File: src/rtl/cv32e40p_shadow_restore_controller_pkg.sv
// rtl/cv32e40p_shadow_restore_controller_pkg.sv - shared types and constants for the shadow save/restore path
package cv32e40p_shadow_restore_controller_pkg;

    localparam int unsigned SHADOW_WORD_BYTES        = 4;
    localparam int unsigned SHADOW_NUM_SAVES_DEFAULT = 7;

    typedef enum logic [1:0] {
        SHADOW_IDLE  = 2'd0,
        SHADOW_LOAD  = 2'd1,
        SHADOW_DRAIN = 2'd2
    } shadow_state_e;

    // Stack frames grow downwards, so each following word sits one word below the previous one.
    function automatic logic [31:0] shadow_prev_word(input logic [31:0] addr);
        return addr - 32'(SHADOW_WORD_BYTES);
    endfunction

endpackage

File: src/rtl/cv32e40p_shadow_restore_controller_if.sv
// rtl/cv32e40p_shadow_restore_controller_if.sv - OBI-style data memory port used by the restore path
interface cv32e40p_shadow_restore_controller_if;

    logic        req;
    logic        gnt;
    logic        rvalid;
    logic        we;
    logic [3:0]  be;
    logic [31:0] addr;
    logic [31:0] rdata;

    modport master (output req, we, be, addr, input gnt, rvalid, rdata);
    modport slave  (input req, we, be, addr, output gnt, rvalid, rdata);

endinterface

File: src/rtl/cv32e40p_shadow_restore_controller.sv
// rtl/cv32e40p_shadow_restore_controller.sv - reloads the shadow register file from the stack on interrupt return
module cv32e40p_shadow_restore_controller
    import cv32e40p_shadow_restore_controller_pkg::*;
#(
    parameter int unsigned ADDR_WIDTH       = 6,
    parameter int unsigned DATA_WIDTH       = 32,
    parameter int unsigned NUM_SHADOW_SAVES = SHADOW_NUM_SAVES_DEFAULT,
    parameter int unsigned MAX_OUTSTANDING  = 2
) (
    input  logic                  clk_i,
    input  logic                  rst_i,
    input  logic                  setback_i,
    input  logic                  restore_i,
    input  logic [31:0]           restore_sp_i,
    output logic                  restore_ready_o,
    output logic                  restore_done_o,
    output logic [ADDR_WIDTH-1:0] restore_level_o,
    output logic                  shadow_reg_we_o,
    output logic [ADDR_WIDTH-1:0] shadow_reg_waddr_o,
    output logic [DATA_WIDTH-1:0] shadow_reg_wdata_o,
    cv32e40p_shadow_restore_controller_if.master mem
);

    localparam int unsigned           OUT_W    = $clog2(MAX_OUTSTANDING + 1);
    localparam logic [ADDR_WIDTH-1:0] LAST_IDX = ADDR_WIDTH'(NUM_SHADOW_SAVES - 1);
    localparam logic [OUT_W-1:0]      OUT_MAX  = OUT_W'(MAX_OUTSTANDING);

    shadow_state_e         state_q, state_d;
    logic [31:0]           stack_q, stack_d;
    logic [ADDR_WIDTH-1:0] issue_cnt_q, issue_cnt_d;
    logic [ADDR_WIDTH-1:0] resp_idx_q, resp_idx_d;
    logic [OUT_W-1:0]      outstanding_q, outstanding_d;
    logic                  done_q, done_d;
    logic                  issue;
    logic                  grant;
    logic                  resp;

    // Next-state, request issue and response acceptance decode
    always_comb begin
        state_d       = state_q;
        stack_d       = stack_q;
        issue_cnt_d   = issue_cnt_q;
        resp_idx_d    = resp_idx_q;
        outstanding_d = outstanding_q;
        done_d        = 1'b0;
        issue         = 1'b0;
        resp          = 1'b0;

        case (state_q)
            SHADOW_IDLE: begin
                if (restore_i) begin
                    state_d     = SHADOW_LOAD;
                    stack_d     = shadow_prev_word(restore_sp_i);
                    issue_cnt_d = LAST_IDX;
                    resp_idx_d  = LAST_IDX;
                end
            end
            SHADOW_LOAD: begin
                issue = (outstanding_q < OUT_MAX);
                // A response with nothing in flight is a protocol error; never let it underflow.
                resp  = mem.rvalid && (outstanding_q != '0);
            end
            SHADOW_DRAIN: begin
                resp  = mem.rvalid && (outstanding_q != '0);
            end
            default: state_d = SHADOW_IDLE;
        endcase

        grant = issue && mem.gnt;

        if (grant) begin
            stack_d = shadow_prev_word(stack_q);
            if (issue_cnt_q == '0) begin
                state_d = SHADOW_DRAIN;
            end else begin
                issue_cnt_d = issue_cnt_q - 1'b1;
            end
        end

        // The last word always arrives in DRAIN because it can only be answered after its grant.
        if (resp) begin
            if (resp_idx_q == '0) begin
                state_d    = SHADOW_IDLE;
                resp_idx_d = LAST_IDX;
                done_d     = 1'b1;
            end else begin
                resp_idx_d = resp_idx_q - 1'b1;
            end
        end

        case ({grant, resp})
            2'b10:   outstanding_d = outstanding_q + 1'b1;
            2'b01:   outstanding_d = outstanding_q - 1'b1;
            default: outstanding_d = outstanding_q;
        endcase
    end

    // State and counter registers; setback behaves like a synchronous reset
    always_ff @(posedge clk_i or posedge rst_i) begin
        if (rst_i) begin
            state_q       <= SHADOW_IDLE;
            stack_q       <= '0;
            issue_cnt_q   <= LAST_IDX;
            resp_idx_q    <= LAST_IDX;
            outstanding_q <= '0;
            done_q        <= 1'b0;
        end else if (setback_i) begin
            state_q       <= SHADOW_IDLE;
            stack_q       <= '0;
            issue_cnt_q   <= LAST_IDX;
            resp_idx_q    <= LAST_IDX;
            outstanding_q <= '0;
            done_q        <= 1'b0;
        end else begin
            state_q       <= state_d;
            stack_q       <= stack_d;
            issue_cnt_q   <= issue_cnt_d;
            resp_idx_q    <= resp_idx_d;
            outstanding_q <= outstanding_d;
            done_q        <= done_d;
        end
    end

    assign mem.req            = issue;
    assign mem.we             = 1'b0;
    assign mem.be             = issue ? 4'b1111 : 4'b0000;
    assign mem.addr           = issue ? stack_q : 32'h0;

    // Write-back is combinational so a register lands in the same cycle its rvalid arrives.
    assign shadow_reg_we_o    = resp;
    assign shadow_reg_waddr_o = resp_idx_q;
    assign shadow_reg_wdata_o = mem.rdata[DATA_WIDTH-1:0];

    assign restore_ready_o    = (state_q == SHADOW_IDLE);
    assign restore_done_o     = done_q;
    assign restore_level_o    = resp_idx_q;

`ifndef SYNTHESIS
    // Handshake sanity checks outside reset
    always @(posedge clk_i) begin
        if (!rst_i) begin
            assert (!(restore_i && state_q != SHADOW_IDLE))
                else $error("shadow restore: restore request ignored while busy");
            assert (!(mem.rvalid && state_q == SHADOW_IDLE))
                else $warning("shadow restore: rvalid dropped while idle");
            assert (!(setback_i && outstanding_q != '0))
                else $error("shadow restore: setback with reads in flight");
            assert (!(mem.rvalid && state_q != SHADOW_IDLE && outstanding_q == '0))
                else $error("shadow restore: response with no read in flight");
            assert (!(grant && !resp && outstanding_q == OUT_MAX))
                else $error("shadow restore: outstanding counter overflow");
        end
    end
`endif

endmodule
File: src/flat_wrapper.sv
// flat-port wrapper written by rule: the top's interface ports become plain ports
module cv32e40p_shadow_restore_controller_flat import cv32e40p_shadow_restore_controller_pkg::*;
#(
    parameter int unsigned ADDR_WIDTH       = 6,
    parameter int unsigned DATA_WIDTH       = 32,
    parameter int unsigned NUM_SHADOW_SAVES = SHADOW_NUM_SAVES_DEFAULT,
    parameter int unsigned MAX_OUTSTANDING  = 2
)
  (clk_i, rst_i, setback_i, restore_i, restore_sp_i, restore_ready_o, restore_done_o, restore_level_o, shadow_reg_we_o, shadow_reg_waddr_o, shadow_reg_wdata_o, mem_req, mem_we, mem_be, mem_addr, mem_gnt, mem_rvalid, mem_rdata);
  cv32e40p_shadow_restore_controller_if mem_i ();
  input  logic clk_i;
  input  logic rst_i;
  input  logic setback_i;
  input  logic restore_i;
  input  logic [31:0] restore_sp_i;
  output logic restore_ready_o;
  output logic restore_done_o;
  output logic [ADDR_WIDTH-1:0] restore_level_o;
  output logic shadow_reg_we_o;
  output logic [ADDR_WIDTH-1:0] shadow_reg_waddr_o;
  output logic [DATA_WIDTH-1:0] shadow_reg_wdata_o;
  output wire logic [$bits(mem_i.req)-1:0] mem_req;
  output wire logic [$bits(mem_i.we)-1:0] mem_we;
  output wire logic [$bits(mem_i.be)-1:0] mem_be;
  output wire logic [$bits(mem_i.addr)-1:0] mem_addr;
  input wire logic [$bits(mem_i.gnt)-1:0] mem_gnt;
  input wire logic [$bits(mem_i.rvalid)-1:0] mem_rvalid;
  input wire logic [$bits(mem_i.rdata)-1:0] mem_rdata;
  assign mem_req = mem_i.req;
  assign mem_we = mem_i.we;
  assign mem_be = mem_i.be;
  assign mem_addr = mem_i.addr;
  assign mem_i.gnt = mem_gnt;
  assign mem_i.rvalid = mem_rvalid;
  assign mem_i.rdata = mem_rdata;
  cv32e40p_shadow_restore_controller #(.ADDR_WIDTH(ADDR_WIDTH), .DATA_WIDTH(DATA_WIDTH), .NUM_SHADOW_SAVES(NUM_SHADOW_SAVES), .MAX_OUTSTANDING(MAX_OUTSTANDING)) u_core (.clk_i(clk_i), .rst_i(rst_i), .setback_i(setback_i), .restore_i(restore_i), .restore_sp_i(restore_sp_i), .restore_ready_o(restore_ready_o), .restore_done_o(restore_done_o), .restore_level_o(restore_level_o), .shadow_reg_we_o(shadow_reg_we_o), .shadow_reg_waddr_o(shadow_reg_waddr_o), .shadow_reg_wdata_o(shadow_reg_wdata_o), .mem(mem_i));
endmodule
File: config.mk
export PLATFORM = sky130hd
export DESIGN_NAME = cv32e40p_shadow_restore_controller_flat
export DESIGN_NICKNAME = d
export VERILOG_FILES = /design/src/rtl/cv32e40p_shadow_restore_controller_pkg.sv /design/src/rtl/cv32e40p_shadow_restore_controller_if.sv /design/src/rtl/cv32e40p_shadow_restore_controller.sv /design/src/flat_wrapper.sv
export SDC_FILE = /design/constraint.sdc
export NUM_CORES = 1
export LEC_CHECK = 0
export CELL_PAD_IN_SITES_DETAIL_PLACEMENT = 0
export CELL_PAD_IN_SITES_GLOBAL_PLACEMENT = 2
export CORE_UTILIZATION = 27
export DETAILED_ROUTE_END_ITERATION = 12
export GPL_TIMING_DRIVEN = 0
export PLACE_DENSITY = 0.95
export SETUP_SLACK_MARGIN = 0.02
export SLEW_MARGIN = 20
export SYNTH_ARGS = -nofsm -noshare
export SYNTH_HDL_FRONTEND = slang
export SYNTH_SLANG_ARGS = --single-unit
File: constraint.sdc
create_clock -name clk_i -period 10.52 [get_ports clk_i]
set_input_delay 2.104 -clock clk_i [delete_from_list [all_inputs] [get_ports clk_i]]
set_output_delay 2.104 -clock clk_i [all_outputs]
set_load 0.02 [all_outputs]
==> results of run 1 <==
-- cell type report --
class | count | area share (%)
Antenna cell | 1 | 0.04119
Buffer | 79 | 7.930
Clock buffer | 5 | 2.060
Clock inverter | 3 | 0.4119
Inverter | 10 | 0.6591
Multi-Input combinational cell | 452 | 44.41
Sequential cell | 49 | 20.27
Tap cell | 216 | 4.449
Timing Repair Buffer | 120 | 19.77
-- layout by cell type (no fill, tap or decap), types with 4 or more instances in the layout --
cell,synthesis,final
clkbuf_1,26,26
a31oi_1,11,11
dfstp_2,4,4
and2_1,36,36
ha_1,8,8
a22o_1,7,7
nand2b_1,5,5
o21ai_0,41,41
nand2_1,56,56
nand3b_1,4,4
o21a_1,5,5
a21o_1,4,4
clkbuf_16,0,5
or3_1,10,10
nand3_1,22,22
nor4_1,18,18
dfrtp_1,45,45
clkdlybuf4s50_1,0,120
buf_4,47,47
nor3_1,24,24
mux2i_1,16,16
o31ai_1,5,5
and3_1,4,4
nor2_1,68,68
inv_1,9,8
o211ai_1,5,5
nand4_1,5,5
a21oi_1,33,33
xnor2_1,7,7
a211oi_1,7,7
-- sequential cells by signal (all words and copies together), names as in the netlist --
name,count
u_core.outstanding_q,2
u_core.stack_q,32
u_core.restore_level_o,6
u_core.state_q,2
u_core.issue_cnt_q,6
u_core.restore_done_o,1
-- where the power goes --
part	leakage, nW	total [W]	internal (W)	switching, W
combinational	1.68	0.000212	0.0000872	0.000125
sequential	0.652	0.000215	0.000200	0.0000149
clock	0.0704	0.000174	0.0000898	0.0000843
total	2.40	0.000601	0.000377	0.000224
-- worst max path at each step --
| stage | from | end | cells after the start |
|---|---|---|---|
| 3_5_place_dp | mem_gnt | u_core.stack_q[24] | 14 |
| 4_1_cts | mem_gnt | u_core.stack_q[24] | 14 |
| 5_1_grt | mem_gnt | u_core.stack_q[24] | 14 |
| 6_report | mem_gnt | u_core.stack_q[24] | 14 |
| 3_3_place_gp | mem_gnt | u_core.stack_q[24] | 14 |
| 2_1_floorplan | mem_gnt | u_core.stack_q[24] | 13 |
-- metal layers --
| metal | up-vias | GRT usage (%) |
|---|---|---|
| met5 | - | 0 |
| met4 | 0 | 7.437 |
| met3 | 29 | 2.788 |
| met2 | 274 | 33.67 |
| met1 | 2439 | 27.45 |
| li1 | 2333 | - |
-- per-stage QoR --
step	worst slack [ns]	cells	cell area [sq um]
2_1_floorplan	5.504	590	4448
3_3_place_gp	3.472	926	5919
3_5_place_dp	3.468	926	5922
4_1_cts	3.772	934	6072
5_1_grt	3.460	934	6072
6_report	3.616	935	6075
-- critical path, stage by stage --
cell,delay [ns]
clkdlybuf4s50_1,0.44
nand3b_1,0.18
buf_4,0.24
clkbuf_1,0.52
buf_4,0.30
clkbuf_1,0.53
buf_1,0.65
mux2i_1,0.27
ha_1,0.24
clkbuf_1,0.41
o21ai_0,0.38
nor4_1,0.45
mux2i_1,0.23
a21oi_1,0.08
-- cell families after synthesis --
kind of cell    synth area share, %
other cells                 0.08431
buf+inv                       11.67
mux                           4.360
flops                         27.68
simple gates                  32.12
xor+xnor                      1.772
fa+ha+maj                     2.250
compound gates                20.06
==> impl_metrics.py, run 1 <==
metrics = {
    "hold_path": {
        "holdPathEnd": "u_core.stack_q[1]",
        "hold_path.class": "reg -> reg",
        "hp-start": "u_core.stack_q[1]",
        "worst_hold_path.num_cells": 2,
    },
    "logic_synthesis": {
        "synth.net_count": 668,
        "synth_most_common_cell": "nor2_1",
        "ys_seq_area_share_pct": 27.68,
        "syn_avg_cell_area_sq_um": 7.539,
        "netlist_instances": 590,
        "synthTopCellsByCount": "nor2_1, nand2_1, buf_4, dfrtp_1, o21ai_0",
        "yosys.area.top_type": "dfrtp_1",
        "ys_top_cells_by_area": "dfrtp_1, buf_4, nor2_1",
        "synth_top_cell_area_share_pct": 25.32,
        "ys_types": 66,
        "ys.flop_type": "dfrtp_1",
        "ys_seq_elements": 49,
        "synth_warnings": 0,
        "synth_area_sq_mm": 0.004448,
        "synth_edf_count": 0,
        "synthArstFlopShare_pct": 100.0,
    },
    "drt": {
        "drc": 0,
        "antenna_left": 0,
        "wl_met1_um": 7790,
        "vias": 5075,
        "drtPass1Iterations": 5,
        "wl_met3_um": 1327,
        "via_per_inst": 5.428,
        "dr_wl_met2_um": 8173,
        "drt_iter0_markers": 407,
        "wl_um": 17720,
        "dr.max_layer_used": "met4",
        "wire_per_inst_um": 18.95,
    },
    "critical_path": {
        "crit_path_start_kind": "input port",
        "end_kind": "flop",
        "r2r_end": "u_core.stack_q[24]",
        "cp.arrival_ns": 7.06,
        "crit_required_ns": 10.67,
        "r2r_slack_ns": 5.24,
        "critical_path_class": "in -> reg",
        "r2r_start": "u_core.state_q[1]",
        "cp_max_fo": 10,
        "rr_worst_depth": 15,
    },
    "cells_and_area": {
        "nNetsFinal": 795,
        "n_fill_cell": 1719,
        "layout.area.seq_sq_mm": 0.001231,
        "drive_gt1_share_pct": 10.58,
        "post-route-util_pct": 37.97,
        "synthToLayoutAreaGrowth_pct": 36.57,
        "multiInputGateArea_sq_mm": 0.002698,
    },
    "cts": {
        "clockRootBuffer": "clkbuf_16",
        "cts_resized": 0,
        "clk_pin_slew_ns": 0.07,
        "cts_setup_buffers": 0,
        "clockBufferDepth": 2,
        "clock_sinks": 49,
        "cts_tree": "done",
        "insertion_delay_ns": 0.30,
        "cts_buffers": 5,
        "ctsHoldBuffers": 0,
        "htree_levels": 2,
    },
    "pwr": {
        "p_total_w": 0.0006010,
        "p_per_area_mw_per_mm2": 98.94,
        "p_leak_nw": 2.401,
        "peakVddDrop_mv": 0.06635,
    },
    "floorplanning": {
        "die_area_sq_mm": 0.01699,
        "dieHeight_um": 130.4,
        "start_util_pct": 27.80,
        "core_sq_mm": 0.01600,
        "die_x_um": 130.4,
        "num_rows": 46,
        "io_pins": 155,
    },
    "grt": {
        "overflow": 0,
        "grt.total_usage_pct": 20.52,
        "grt_max_degree": 50,
        "grt_pass1_vias": 4778,
        "grt_first_pass_wirelength_um": 26590,
        "antenna_found_initial": 0,
    },
    "run_status": {
        "status": "finished, final reports clean",
    },
    "placement": {
        "numPortBuffers": 120,
        "gp_congestion": 0.9184,
        "post-dp-hpwl_um": 12850,
    },
    "timing": {
        "whs_ns": 0.5278,
        "tightest_slew_ns": 0.8171,
        "slew_viol_final": 0,
        "clock_skew_ns": 0.009861,
        "fin_setup_tns_ns": 0,
        "grt_setup_unrepaired": "no",
        "fmax_mhz": 144.8,
        "slew_headroom_pct": 45.53,
        "hold_violations": 0,
        "fin_crit_ns": 6.904,
        "setup_violations": 0,
        "fin_crit_sh_pct": 65.63,
    },
    "job": {
        "cap_viol_max_count": 0,
    },
}
No activity file was read; power rests on OpenSTA's default activity.
==> run 2, diff against run 1 <==
--- a/config.mk
+++ b/config.mk
@@ -7,10 +7,10 @@
 export LEC_CHECK = 0
 export CELL_PAD_IN_SITES_DETAIL_PLACEMENT = 0
 export CELL_PAD_IN_SITES_GLOBAL_PLACEMENT = 2
-export CORE_UTILIZATION = 27
+export CORE_UTILIZATION = 25
 export DETAILED_ROUTE_END_ITERATION = 12
 export GPL_TIMING_DRIVEN = 0
-export PLACE_DENSITY = 0.95
+export PLACE_DENSITY = 0.91
 export SETUP_SLACK_MARGIN = 0.02
 export SLEW_MARGIN = 20
 export SYNTH_ARGS = -nofsm -noshare
==> constraint.sdc (replaced) <==
create_clock -name clk_i -period 6.8 [get_ports clk_i]
set_input_delay 1.36 -clock clk_i [delete_from_list [all_inputs] [get_ports clk_i]]
set_output_delay 1.36 -clock clk_i [all_outputs]
set_load 0.02 [all_outputs]
==> impl_metrics.py, run 2 (synthesis results as in run 1) <==
metrics = {
    "run_status": {
        "status": "finished, final reports clean",
    },
    "placement": {
        "numPortBuffers": 120,
        "post-dp-hpwl_um": 12650,
        "gp_congestion": 0.8643,
        "placed_cells": 935,
        "pre_cts_ws_ns": 0.4887,
        "place_area_sq_mm": 0.005933,
    },
    "cells_and_area": {
        "mostFrequentLayoutCells": "clkdlybuf4s50_1, nor2_1, nand2_1",
        "largest_register": "u_core.stack_q",
        "synthToLayoutAreaGrowth_pct": 36.82,
        "fin_area_sq_mm": 0.006086,
        "largest_reg_flops": 32,
        "instances_no_fill": 944,
        "layout_commonest_cell": "clkdlybuf4s50_1",
        "drive_gt1_share_pct": 10.58,
        "n_fill_cell": 1861,
        "nNetsFinal": 795,
    },
    "cts": {
        "htree_levels": 2,
        "insertion_delay_ns": 0.31,
        "clockRootBuffer": "clkbuf_16",
        "clockBufferDepth": 2,
        "ctsHoldBuffers": 0,
        "cts_setup_buffers": 0,
        "clk_pin_slew_ns": 0.07,
        "cts_resized": 0,
        "cts_tree": "done",
        "clock_sinks": 49,
        "cts_buffers": 5,
    },
    "critical_path": {
        "critPathLaunch": "mem_gnt",
        "end_kind": "flop",
        "cp.arrival_ns": 6.25,
        "critical_path_class": "in -> reg",
        "r2r_end": "u_core.stack_q[24]",
        "cpMostUsedCell": "clkbuf_1",
        "slowest_delay_ns": 0.68,
        "crit_chain": "clkdlybuf4s50_1 -> nand3b_1 -> buf_4 -> clkbuf_1 -> buf_4 -> clkbuf_1 -> buf_1 -> mux2i_1 -> ha_1 -> clkbuf_1 -> o21ai_0 -> nor4_1 -> mux2i_1 -> a21oi_1",
        "slowest_stage": "buf_1",
        "r2r_slack_ns": 1.57,
        "cp_max_fo": 10,
        "rr_worst_depth": 15,
        "crit_required_ns": 6.96,
        "r2r_start": "u_core.state_q[1]",
        "crit_path_start_kind": "input port",
    },
    "hold_path": {
        "holdPathEnd": "u_core.stack_q[0]",
        "hp-start": "u_core.stack_q[0]",
        "hold_path.class": "reg -> reg",
        "worst_hold_path.num_cells": 2,
    },
    "floorplanning": {
        "die_x_um": 135.4,
        "io_pins": 155,
        "core_sq_mm": 0.01736,
        "start_util_pct": 25.63,
        "num_rows": 48,
        "dieHeight_um": 135.4,
        "die_area_sq_mm": 0.01833,
    },
    "timing": {
        "setup_ws_ns": 0.7092,
        "setup_violations": 0,
        "slew_headroom_pct": 40.71,
        "fin_crit_sh_pct": 89.57,
        "grt_setup_unrepaired": "no",
        "slew_viol_final": 0,
        "fmax_mhz": 164.2,
        "clock_skew_ns": 0.007188,
        "fin_setup_tns_ns": 0,
        "fin_crit_ns": 6.091,
        "hold_violations": 0,
        "tightest_slew_ns": 0.8894,
    },
    "grt": {
        "grt_busiest_layer": "met2",
        "antenna_found_initial": 0,
        "grt_pass1_vias": 4540,
        "grt_util_met3_pct": 4.115,
        "overflow": 0,
        "grt_util_met1_pct": 26.74,
        "grt_max_degree": 50,
        "gr-usage-met2_pct": 30.00,
        "grt_first_pass_wirelength_um": 26750,
        "grt.total_usage_pct": 19.33,
    },
    "drt": {
        "antenna_left": 0,
        "vias": 5032,
        "drc": 0,
        "wl_um": 17690,
        "drtPass1Iterations": 5,
        "via_per_inst": 5.331,
        "drt_iter0_markers": 479,
        "wire_per_inst_um": 18.74,
    },
    "pwr": {
        "seqPwrFrac_pct": 35.7,
        "combPwrFrac_pct": 35.0,
        "p_leak_nw": 2.401,
        "peakVddDrop_mv": 0.09372,
        "p_sw_share_pct": 37.32,
        "internal_power_w": 0.0005836,
        "p_switching_w": 0.0003475,
        "p_per_area_mw_per_mm2": 153.0,
        "pwr-share-clk_pct": 29.3,
    },
    "job": {
        "cap_viol_max_count": 0,
    },
}
run 2: cell types whose count changed in the layout (fill, tap and decap cells not counted):
cell / before / now
inv_6: 1 / 2
clkinv_4: 1 / 0
run 2: worst max-delay path, delay by kind of cell:
kind | cells | cell delay (ns)
AND/OR/NAND/NOR | 2 | 0.64
buffers and inverters | 7 | 3.09
AO/OA/AOI/OAI | 2 | 0.44
multiplexers | 2 | 0.50
adder cells (fa/ha/maj) | 1 | 0.23
run 2: metal layers:
metal / vias to the layer above / routed length (um)
li1: 2337 / -
met1: 2424 / 8030
met5: - / 0
met4: 0 / 419
met3: 30 / 1303
met2: 241 / 7938
run 2: through the flow:
step                      utilization [%]  total power (W)  hold WS, ns
after floorplan                         -        0.0005218       0.4957
after global placement              34.17        0.0006595       0.5073
after detailed placement            34.18        0.0006597       0.5133
after CTS                           35.05        0.0009343       0.5232
after global routing                35.05        0.0009762       0.5478
final                               35.06        0.0009311       0.5193
run 2: cell type report:
class	count	area [sq um]	share of cell area, %
flip-flops and latches	49	1231	20.23
inverters	10	40.04	0.6579
plain buffers	79	481.7	7.915
diodes	1	2.502	0.04112
clock buffers	5	125.1	2.056
well taps	225	281.5	4.626
repair buffers	120	1201	19.74
multi-input cells	452	2698	44.33
clock inverters	3	25.02	0.4112
run 2: worst max-delay path by stage:
| stage | slack (ns) | cells after the start | endpoint |
|---|---|---|---|
| 6_report | 0.71 | 14 | u_core.stack_q[24] |
| 5_1_grt | 0.51 | 14 | u_core.stack_q[24] |
| 4_1_cts | 0.81 | 14 | u_core.stack_q[24] |
| 3_5_place_dp | 0.49 | 14 | u_core.stack_q[24] |
| 3_3_place_gp | 0.45 | 14 | u_core.stack_q[24] |
| 2_1_floorplan | 2.53 | 13 | u_core.stack_q[24] |
run 2: power by group through the flow:
stage | sequential [W] | combinational [W] | clock, W
finish | 0.000332 | 0.000326 | 0.000273
global route | 0.000335 | 0.000350 | 0.000291
global placement | 0.000337 | 0.000322 | 0
CTS | 0.000332 | 0.000324 | 0.000279
detailed placement | 0.000337 | 0.000323 | 0
floorplan | 0.000330 | 0.000191 | 0
